--- src/rtl/column_loader_pkg.sv ---
// column_loader_pkg: shared definitions for the column loader slice.
//   - state_t      : loader FSM states
//   - DEFAULT_*    : default bitmap width and columns per frame
//   - idx_width()  : width of the column index for a given column count
package column_loader_pkg;

    localparam int DEFAULT_WIDTH = 16;
    localparam int DEFAULT_COLS  = 32;

    typedef enum logic [2:0] {
        ST_IDLE,
        ST_SETUP,
        ST_PULSE,
        ST_HOLD,
        ST_CLEAR
    } state_t;

    // A single-column store still needs a 1-bit index register.
    function automatic int idx_width(input int cols);
        return (cols > 1) ? $clog2(cols) : 1;
    endfunction

endpackage

--- src/rtl/column_fifo.sv ---
// column_fifo: synchronous FIFO buffering incoming column bitmaps.
// Ports:
//   clk, rst_n            clock, asynchronous active-low reset (empties FIFO)
//   push, push_data       write request and data (ignored when full)
//   pop, head             read request (ignored when empty); head is the
//                         oldest entry, valid while !empty
//   full, empty           current occupancy flags
//   full_next, empty_next occupancy flags as they will be after this edge,
//                         used by the parent to build registered status
// DEPTH must be a power of two (pointers wrap naturally), minimum 2.
module column_fifo #(
    parameter int WIDTH = 16,
    parameter int DEPTH = 4
) (
    input  logic             clk,
    input  logic             rst_n,
    input  logic             push,
    input  logic [WIDTH-1:0] push_data,
    input  logic             pop,
    output logic [WIDTH-1:0] head,
    output logic             full,
    output logic             empty,
    output logic             full_next,
    output logic             empty_next
);

    localparam int PW = $clog2(DEPTH);
    localparam int CW = $clog2(DEPTH) + 1;
    localparam logic [CW-1:0] FULL_COUNT = CW'(DEPTH);

    logic [WIDTH-1:0] mem [DEPTH];
    logic [PW-1:0]    wr_ptr;
    logic [PW-1:0]    rd_ptr;
    logic [CW-1:0]    count;
    logic [CW-1:0]    count_next;
    logic             do_push;
    logic             do_pop;

    assign do_push = push && !full;
    assign do_pop  = pop && !empty;

    always_comb begin
        count_next = count;
        unique case ({do_push, do_pop})
            2'b10:   count_next = count + 1'b1;
            2'b01:   count_next = count - 1'b1;
            default: count_next = count;
        endcase
    end

    assign full       = (count == FULL_COUNT);
    assign empty      = (count == '0);
    assign full_next  = (count_next == FULL_COUNT);
    assign empty_next = (count_next == '0);
    assign head       = mem[rd_ptr];

    always_ff @(posedge clk or negedge rst_n) begin
        if (!rst_n) begin
            wr_ptr <= '0;
            rd_ptr <= '0;
            count  <= '0;
        end else begin
            if (do_push) wr_ptr <= wr_ptr + 1'b1;
            if (do_pop)  rd_ptr <= rd_ptr + 1'b1;
            count <= count_next;
        end
    end

    // Storage needs no reset: entries are only read after being written.
    always_ff @(posedge clk) begin
        if (do_push) mem[wr_ptr] <= push_data;
    end

endmodule

--- src/rtl/column_loader.sv ---
// column_loader: upstream feeder for the dot-matrix column store.
// Buffers column bitmaps from a valid/ready source and replays each one onto
// the store's in_column/LOAD interface with setup/hold around the LOAD
// falling edge (where the store latches and advances its column counter).
// Also sequences IN_CLR frame clears and mirrors the store's column index.
// Ports:
//   CLK, RESET            system clock, asynchronous active-low reset
//   col_data, col_valid   incoming column bitmap and its valid flag
//   col_ready             registered !fifo_full; transfer on valid && ready
//   frame_clear           single-cycle clear request (merged while pending)
//   in_column, LOAD       column bitmap and load strobe to the store
//   IN_CLR                clear strobe to the store
//   column_idx            column the next LOAD falling edge writes
//   frame_done            one-cycle pulse when the last column is loaded
//   busy                  FSM active, FIFO non-empty or clear pending
module column_loader
    import column_loader_pkg::*;
#(
    parameter int WIDTH      = DEFAULT_WIDTH,
    parameter int COLS       = DEFAULT_COLS,
    parameter int FIFO_DEPTH = 4,
    parameter int SETUP_CYC  = 1,
    parameter int LOAD_HIGH  = 2,
    parameter int HOLD_CYC   = 1,
    parameter int CLR_CYCLES = 2,
    localparam int IW = idx_width(COLS)
) (
    input  logic             CLK,
    input  logic             RESET,
    input  logic [WIDTH-1:0] col_data,
    input  logic             col_valid,
    output logic             col_ready,
    input  logic             frame_clear,
    output logic [WIDTH-1:0] in_column,
    output logic             LOAD,
    output logic             IN_CLR,
    output logic [IW-1:0]    column_idx,
    output logic             frame_done,
    output logic             busy
);

    localparam int M1   = (SETUP_CYC > LOAD_HIGH) ? SETUP_CYC : LOAD_HIGH;
    localparam int M2   = (HOLD_CYC > CLR_CYCLES) ? HOLD_CYC : CLR_CYCLES;
    localparam int MAXC = (M1 > M2) ? M1 : M2;
    localparam int TW   = $clog2(MAXC + 1);

    localparam logic [TW-1:0] SETUP_LAST = TW'(SETUP_CYC - 1);
    localparam logic [TW-1:0] PULSE_LAST = TW'(LOAD_HIGH - 1);
    localparam logic [TW-1:0] HOLD_LAST  = TW'(HOLD_CYC - 1);
    localparam logic [TW-1:0] CLR_LAST   = TW'(CLR_CYCLES - 1);
    localparam logic [IW-1:0] IDX_LAST   = IW'(COLS - 1);

    state_t           state, state_next;
    logic [TW-1:0]    timer, timer_next;
    logic             clr_pending, clr_pending_next;
    logic [WIDTH-1:0] in_column_next;
    logic [IW-1:0]    column_idx_next;
    logic             load_next, in_clr_next, frame_done_next, busy_next;
    logic             idx_step;

    logic             push, pop;
    logic [WIDTH-1:0] fifo_head;
    logic             fifo_full, fifo_empty, fifo_full_next, fifo_empty_next;

    assign push = col_valid && col_ready && !fifo_full;

    column_fifo #(
        .WIDTH (WIDTH),
        .DEPTH (FIFO_DEPTH)
    ) u_fifo (
        .clk        (CLK),
        .rst_n      (RESET),
        .push       (push),
        .push_data  (col_data),
        .pop        (pop),
        .head       (fifo_head),
        .full       (fifo_full),
        .empty      (fifo_empty),
        .full_next  (fifo_full_next),
        .empty_next (fifo_empty_next)
    );

    // Next-state, timer and FIFO pop.
    always_comb begin
        state_next = state;
        timer_next = timer + 1'b1;
        pop        = 1'b0;
        unique case (state)
            ST_IDLE: begin
                timer_next = '0;
                if (clr_pending) begin
                    state_next = ST_CLEAR;
                end else if (!fifo_empty) begin
                    state_next = ST_SETUP;
                    pop        = 1'b1;
                end
            end
            ST_SETUP: begin
                if (timer == SETUP_LAST) begin
                    state_next = ST_PULSE;
                    timer_next = '0;
                end
            end
            ST_PULSE: begin
                if (timer == PULSE_LAST) begin
                    state_next = ST_HOLD;
                    timer_next = '0;
                end
            end
            ST_HOLD: begin
                if (timer == HOLD_LAST) begin
                    state_next = ST_IDLE;
                    timer_next = '0;
                end
            end
            ST_CLEAR: begin
                if (timer == CLR_LAST) begin
                    state_next = ST_IDLE;
                    timer_next = '0;
                end
            end
            default: begin
                state_next = ST_IDLE;
                timer_next = '0;
            end
        endcase
    end

    // Output next values. Strobes are decoded from the next state so that
    // the registered LOAD/IN_CLR track the state register exactly and can
    // never overlap.
    always_comb begin
        in_column_next  = pop ? fifo_head : in_column;
        load_next       = (state_next == ST_PULSE);
        in_clr_next     = (state_next == ST_CLEAR);
        idx_step        = (state == ST_PULSE) && (state_next == ST_HOLD);
        column_idx_next = column_idx;
        if (idx_step) begin
            column_idx_next = (column_idx == IDX_LAST) ? '0 : column_idx + 1'b1;
        end
        frame_done_next = idx_step && (column_idx == IDX_LAST);
        // A request landing on the IDLE->CLEAR edge is served by that clear.
        clr_pending_next = (state == ST_IDLE && clr_pending) ? 1'b0
                                                             : (clr_pending | frame_clear);
        busy_next = (state_next != ST_IDLE) || !fifo_empty_next || clr_pending_next;
    end

    always_ff @(posedge CLK or negedge RESET) begin
        if (!RESET) begin
            state       <= ST_IDLE;
            timer       <= '0;
            clr_pending <= 1'b0;
            in_column   <= '0;
            LOAD        <= 1'b0;
            IN_CLR      <= 1'b0;
            column_idx  <= '0;
            frame_done  <= 1'b0;
            busy        <= 1'b0;
            col_ready   <= 1'b0;
        end else begin
            state       <= state_next;
            timer       <= timer_next;
            clr_pending <= clr_pending_next;
            in_column   <= in_column_next;
            LOAD        <= load_next;
            IN_CLR      <= in_clr_next;
            column_idx  <= column_idx_next;
            frame_done  <= frame_done_next;
            busy        <= busy_next;
            col_ready   <= !fifo_full_next;
        end
    end

endmodule
--- config.mk ---
export PLATFORM = sky130hd
export DESIGN_NAME = column_loader
export DESIGN_NICKNAME = d
export VERILOG_FILES = /design/src/rtl/column_loader_pkg.sv /design/src/rtl/column_fifo.sv /design/src/rtl/column_loader.sv
export SDC_FILE = /design/constraint.sdc
export NUM_CORES = 1
export LEC_CHECK = 0
export CORE_UTILIZATION = 60
export DETAILED_ROUTE_END_ITERATION = 8
export GPL_TIMING_DRIVEN = 0
export PLACE_DENSITY = 0.91
export SYNTH_ARGS = -nofsm -noshare
export SYNTH_HDL_FRONTEND = slang
export SYNTH_HIERARCHICAL = 1
export SYNTH_SLANG_ARGS = --single-unit
--- constraint.sdc ---
create_clock -name CLK -period 8.7 [get_ports CLK]
set_clock_uncertainty 0.15 [all_clocks]
set_input_delay 1.74 -clock CLK [delete_from_list [all_inputs] [get_ports CLK]]
set_output_delay 1.74 -clock CLK [all_outputs]
set_load 0.1 [all_outputs]
==> results.md <==
* Post-route setup TNS at 0 ns
* WHS Endpoint: in_column[11]
* Gr ovfl total at 0
* Core area at 6870 um^2
* Worst skew pair latency at 0.37 ns
* Commonest non-fill, non-tap cell in the layout: edfxtp_1
* DP HPWL at 4600 um
* Post_cts resized at 0
* Area grow syn2layout at 18.7%
* Most frequent cells in the layout: edfxtp_1, clkdlybuf4s50_1, dfrtp_1
* Endpoints failing setup at 0
* Fill count at 423
* Largest net degree at the start of global routing at 36
* CTS tree: built
* Die width at 86.6 um
* Layout cell share with drive strength beyond 1 at 17.9%
* GR Util met1 at 26.6%
* Yosys Warn Count at 6
* Gp weighted congestion at 0.784
* Hold-fix buffer count after cts at 0
* First-pass GRT wire length at 11300 um
* Syn_area_per_cell at 18.4 um^2
* H-tree depth at 3
* Hold Violations, Final at 0
* Sequential cell area at 2900 um^2
* Post-Synthesis Cells at 234
* Critical Path RT at 8.80 ns
* Final design utilization at 74.2%
* Async S/R FF share, synth at 37.9%
* Internal reg-to-reg setup slack at 4.87 ns
* Reg2Reg Depth at 14
* Worst-Margin Slew at 1.01 ns
* Initial antenna violation count at 0
* CTS Buf Count at 9
* Seq cells post-synth at 103
* Initial core utilization at 62.5%
* IO Pins at 46
* M3 GR Usage at 4.48%
* Vias post-DR at 2153
* Fmax achieved at 0.238 GHz
* Syn Nets at 265
* Synthesized area at 4290 um^2
* Worst r2r src: u_fifo/count[0]
* Post-layout minimum cycle time at 4.21 ns
* Antenna Cells at 0
* DR vias/cell at 5.49
* ANT nets after route at 0
* Root buf cell: clkbuf_8
* Period utilisation layout at 48.4%
* Post-CTS Setup Bufs at 0
* Vias in the first global route at 2261
* Nature of the critical path startpoint: primary input
* PortBufs at 45
* Sequential cell area fraction in the yosys report at 67.5%
* Hold WS at 0.368 ns
* Unrepaired setup endpoints after global routing: no
* Reg2reg end: busy
* Die Height at 86.6 um
* Slew HR at 32.6%
* Hold Path Cell Cnt at 1
* Wirelength per Cell at 17.8 um
* Clock-pin slew on the worst setup and hold paths at 0.09 ns
* Final wirelength at 6970 um
* Iter 0 DRT Violations at 92
* # DRC at 0
* Status: complete, no violations
* Kind of critical path: in2reg
* Hold Crit Start: in_column[11]
* Met2 GRT Util at 35.5%
* Class of the worst hold path: reg2reg
* Die area at 7500 um^2
* Final #Nets at 322
* CP Capture Type: flip-flop
* Max Buffers Root-to-Sink at 2
* Top FF cell, synth: edfxtp_1
* Worst-path maximum fanout at 7
* Max Cap Violations at 0
* GR peak layer: met2
* Crit path arrival time at 4.30 ns
* FP Rows at 30
* Slew Viols, Final at 0
* Detailed Routing Iterations Pass 1 at 4
* Footprint of the multi-input gates at 1270 um^2
* CTS sink count at 103
* Post-synth EDFFs at 64
* Distinct cells, synth at 44
* Global Route Usage Sum at 21.1%
==> cells in the mapped netlist, types with 2 or more instances <==
cell / n / share of area (%)
edfxtp_1: 64 / 45
dfrtp_1: 39 / 23
mux4_1: 16 / 9.8
ha_1: 10 / 2.9
inv_1: 10 / 0.87
mux2_4: 10 / 3.5
mux2_2: 9 / 2.4
nand2_1: 8 / 0.70
buf_2: 6 / 0.70
nor2_1: 5 / 0.44
nor2b_1: 5 / 0.73
nor3_1: 5 / 0.58
and2_1: 4 / 0.58
xnor2_1: 4 / 0.82
o21ai_0: 3 / 0.35
xor2_1: 3 / 0.61
a211oi_1: 2 / 0.35
a21oi_1: 2 / 0.23
buf_12: 2 / 0.93
buf_6: 2 / 0.52
nand2b_1: 2 / 0.29
==> registers in the layout (all words and copies together), names as in the netlist <==
name,count
u_fifo/mem,64
state,3
in_column,16
timer,2
col_ready,1
IN_CLR,1
u_fifo/count,3
u_fifo/wr_ptr,2
u_fifo/rd_ptr,2
column_idx,5
LOAD,1
clr_pending,1
busy,1
frame_done,1
==> cell families after synthesis <==
| family | Yosys count | synth area share, % |
|---|---|---|
| AND/OR/NAND/NOR | 41 | 6.12 |
| adder cells (fa/ha/maj) | 11 | 3.38 |
| AO/OA/AOI/OAI | 17 | 2.91 |
| XOR/XNOR | 7 | 1.43 |
| flip-flops | 103 | 67.5 |
| multiplexers | 35 | 15.6 |
| buffers and inverters | 20 | 3.03 |
==> metrics by stage <==
step           cell area (um^2)  setup slack, ns  cells
6_report                   5100             4.49    392
5_1_grt                    5100             4.33    392
3_5_place_dp               4880             4.13    376
4_1_cts                    5100             4.50    392
2_1_floorplan              4290             4.85    234
3_3_place_gp               4860             4.23    375
==> worst max-delay path by stage <==
stage                     startpoint  cells past startpoint   end
final                      col_valid                     13  busy
after global routing       col_valid                     13  busy
after CTS                  col_valid                     13  busy
after detailed placement   col_valid                     13  busy
after global placement     col_valid                     13  busy
after floorplan            col_valid                     12  busy
==> cell type report <==
| class | instances | area share [%] |
|---|---|---|
| flip-flops and latches | 103 | 56.8 |
| multi-input cells | 111 | 24.8 |
| clock inverters | 6 | 1.79 |
| clock buffers | 10 | 2.50 |
| plain buffers | 10 | 1.82 |
| repair buffers | 46 | 9.13 |
| well taps | 96 | 2.36 |
| inverters | 10 | 0.736 |
==> critical path: stages <==
cell and delay (ns):
clkdlybuf4s50_1 0.46, nand2_1 0.06, nor2_1 0.07, nor2b_2 0.29, inv_1 0.08, ha_1 0.22, inv_1 0.08, fa_1 0.18
xor2_1 0.31, nor3_1 0.10, nor3_1 0.22, o311ai_0 0.18, or3_1 0.33
==> routing by layer <==
layer / vias up / part of all wire, % / wire length [um]
met1: 1075 / 43 / 2970
met5: - / 0 / 0
li1: 1009 / - / -
met2: 54 / 51 / 3560
met4: 0 / 2.1 / 147
met3: 15 / 4.2 / 293
Power is not shown: default switching activity piles up to over one toggle a cycle in this logic, so the estimate is an artifact.
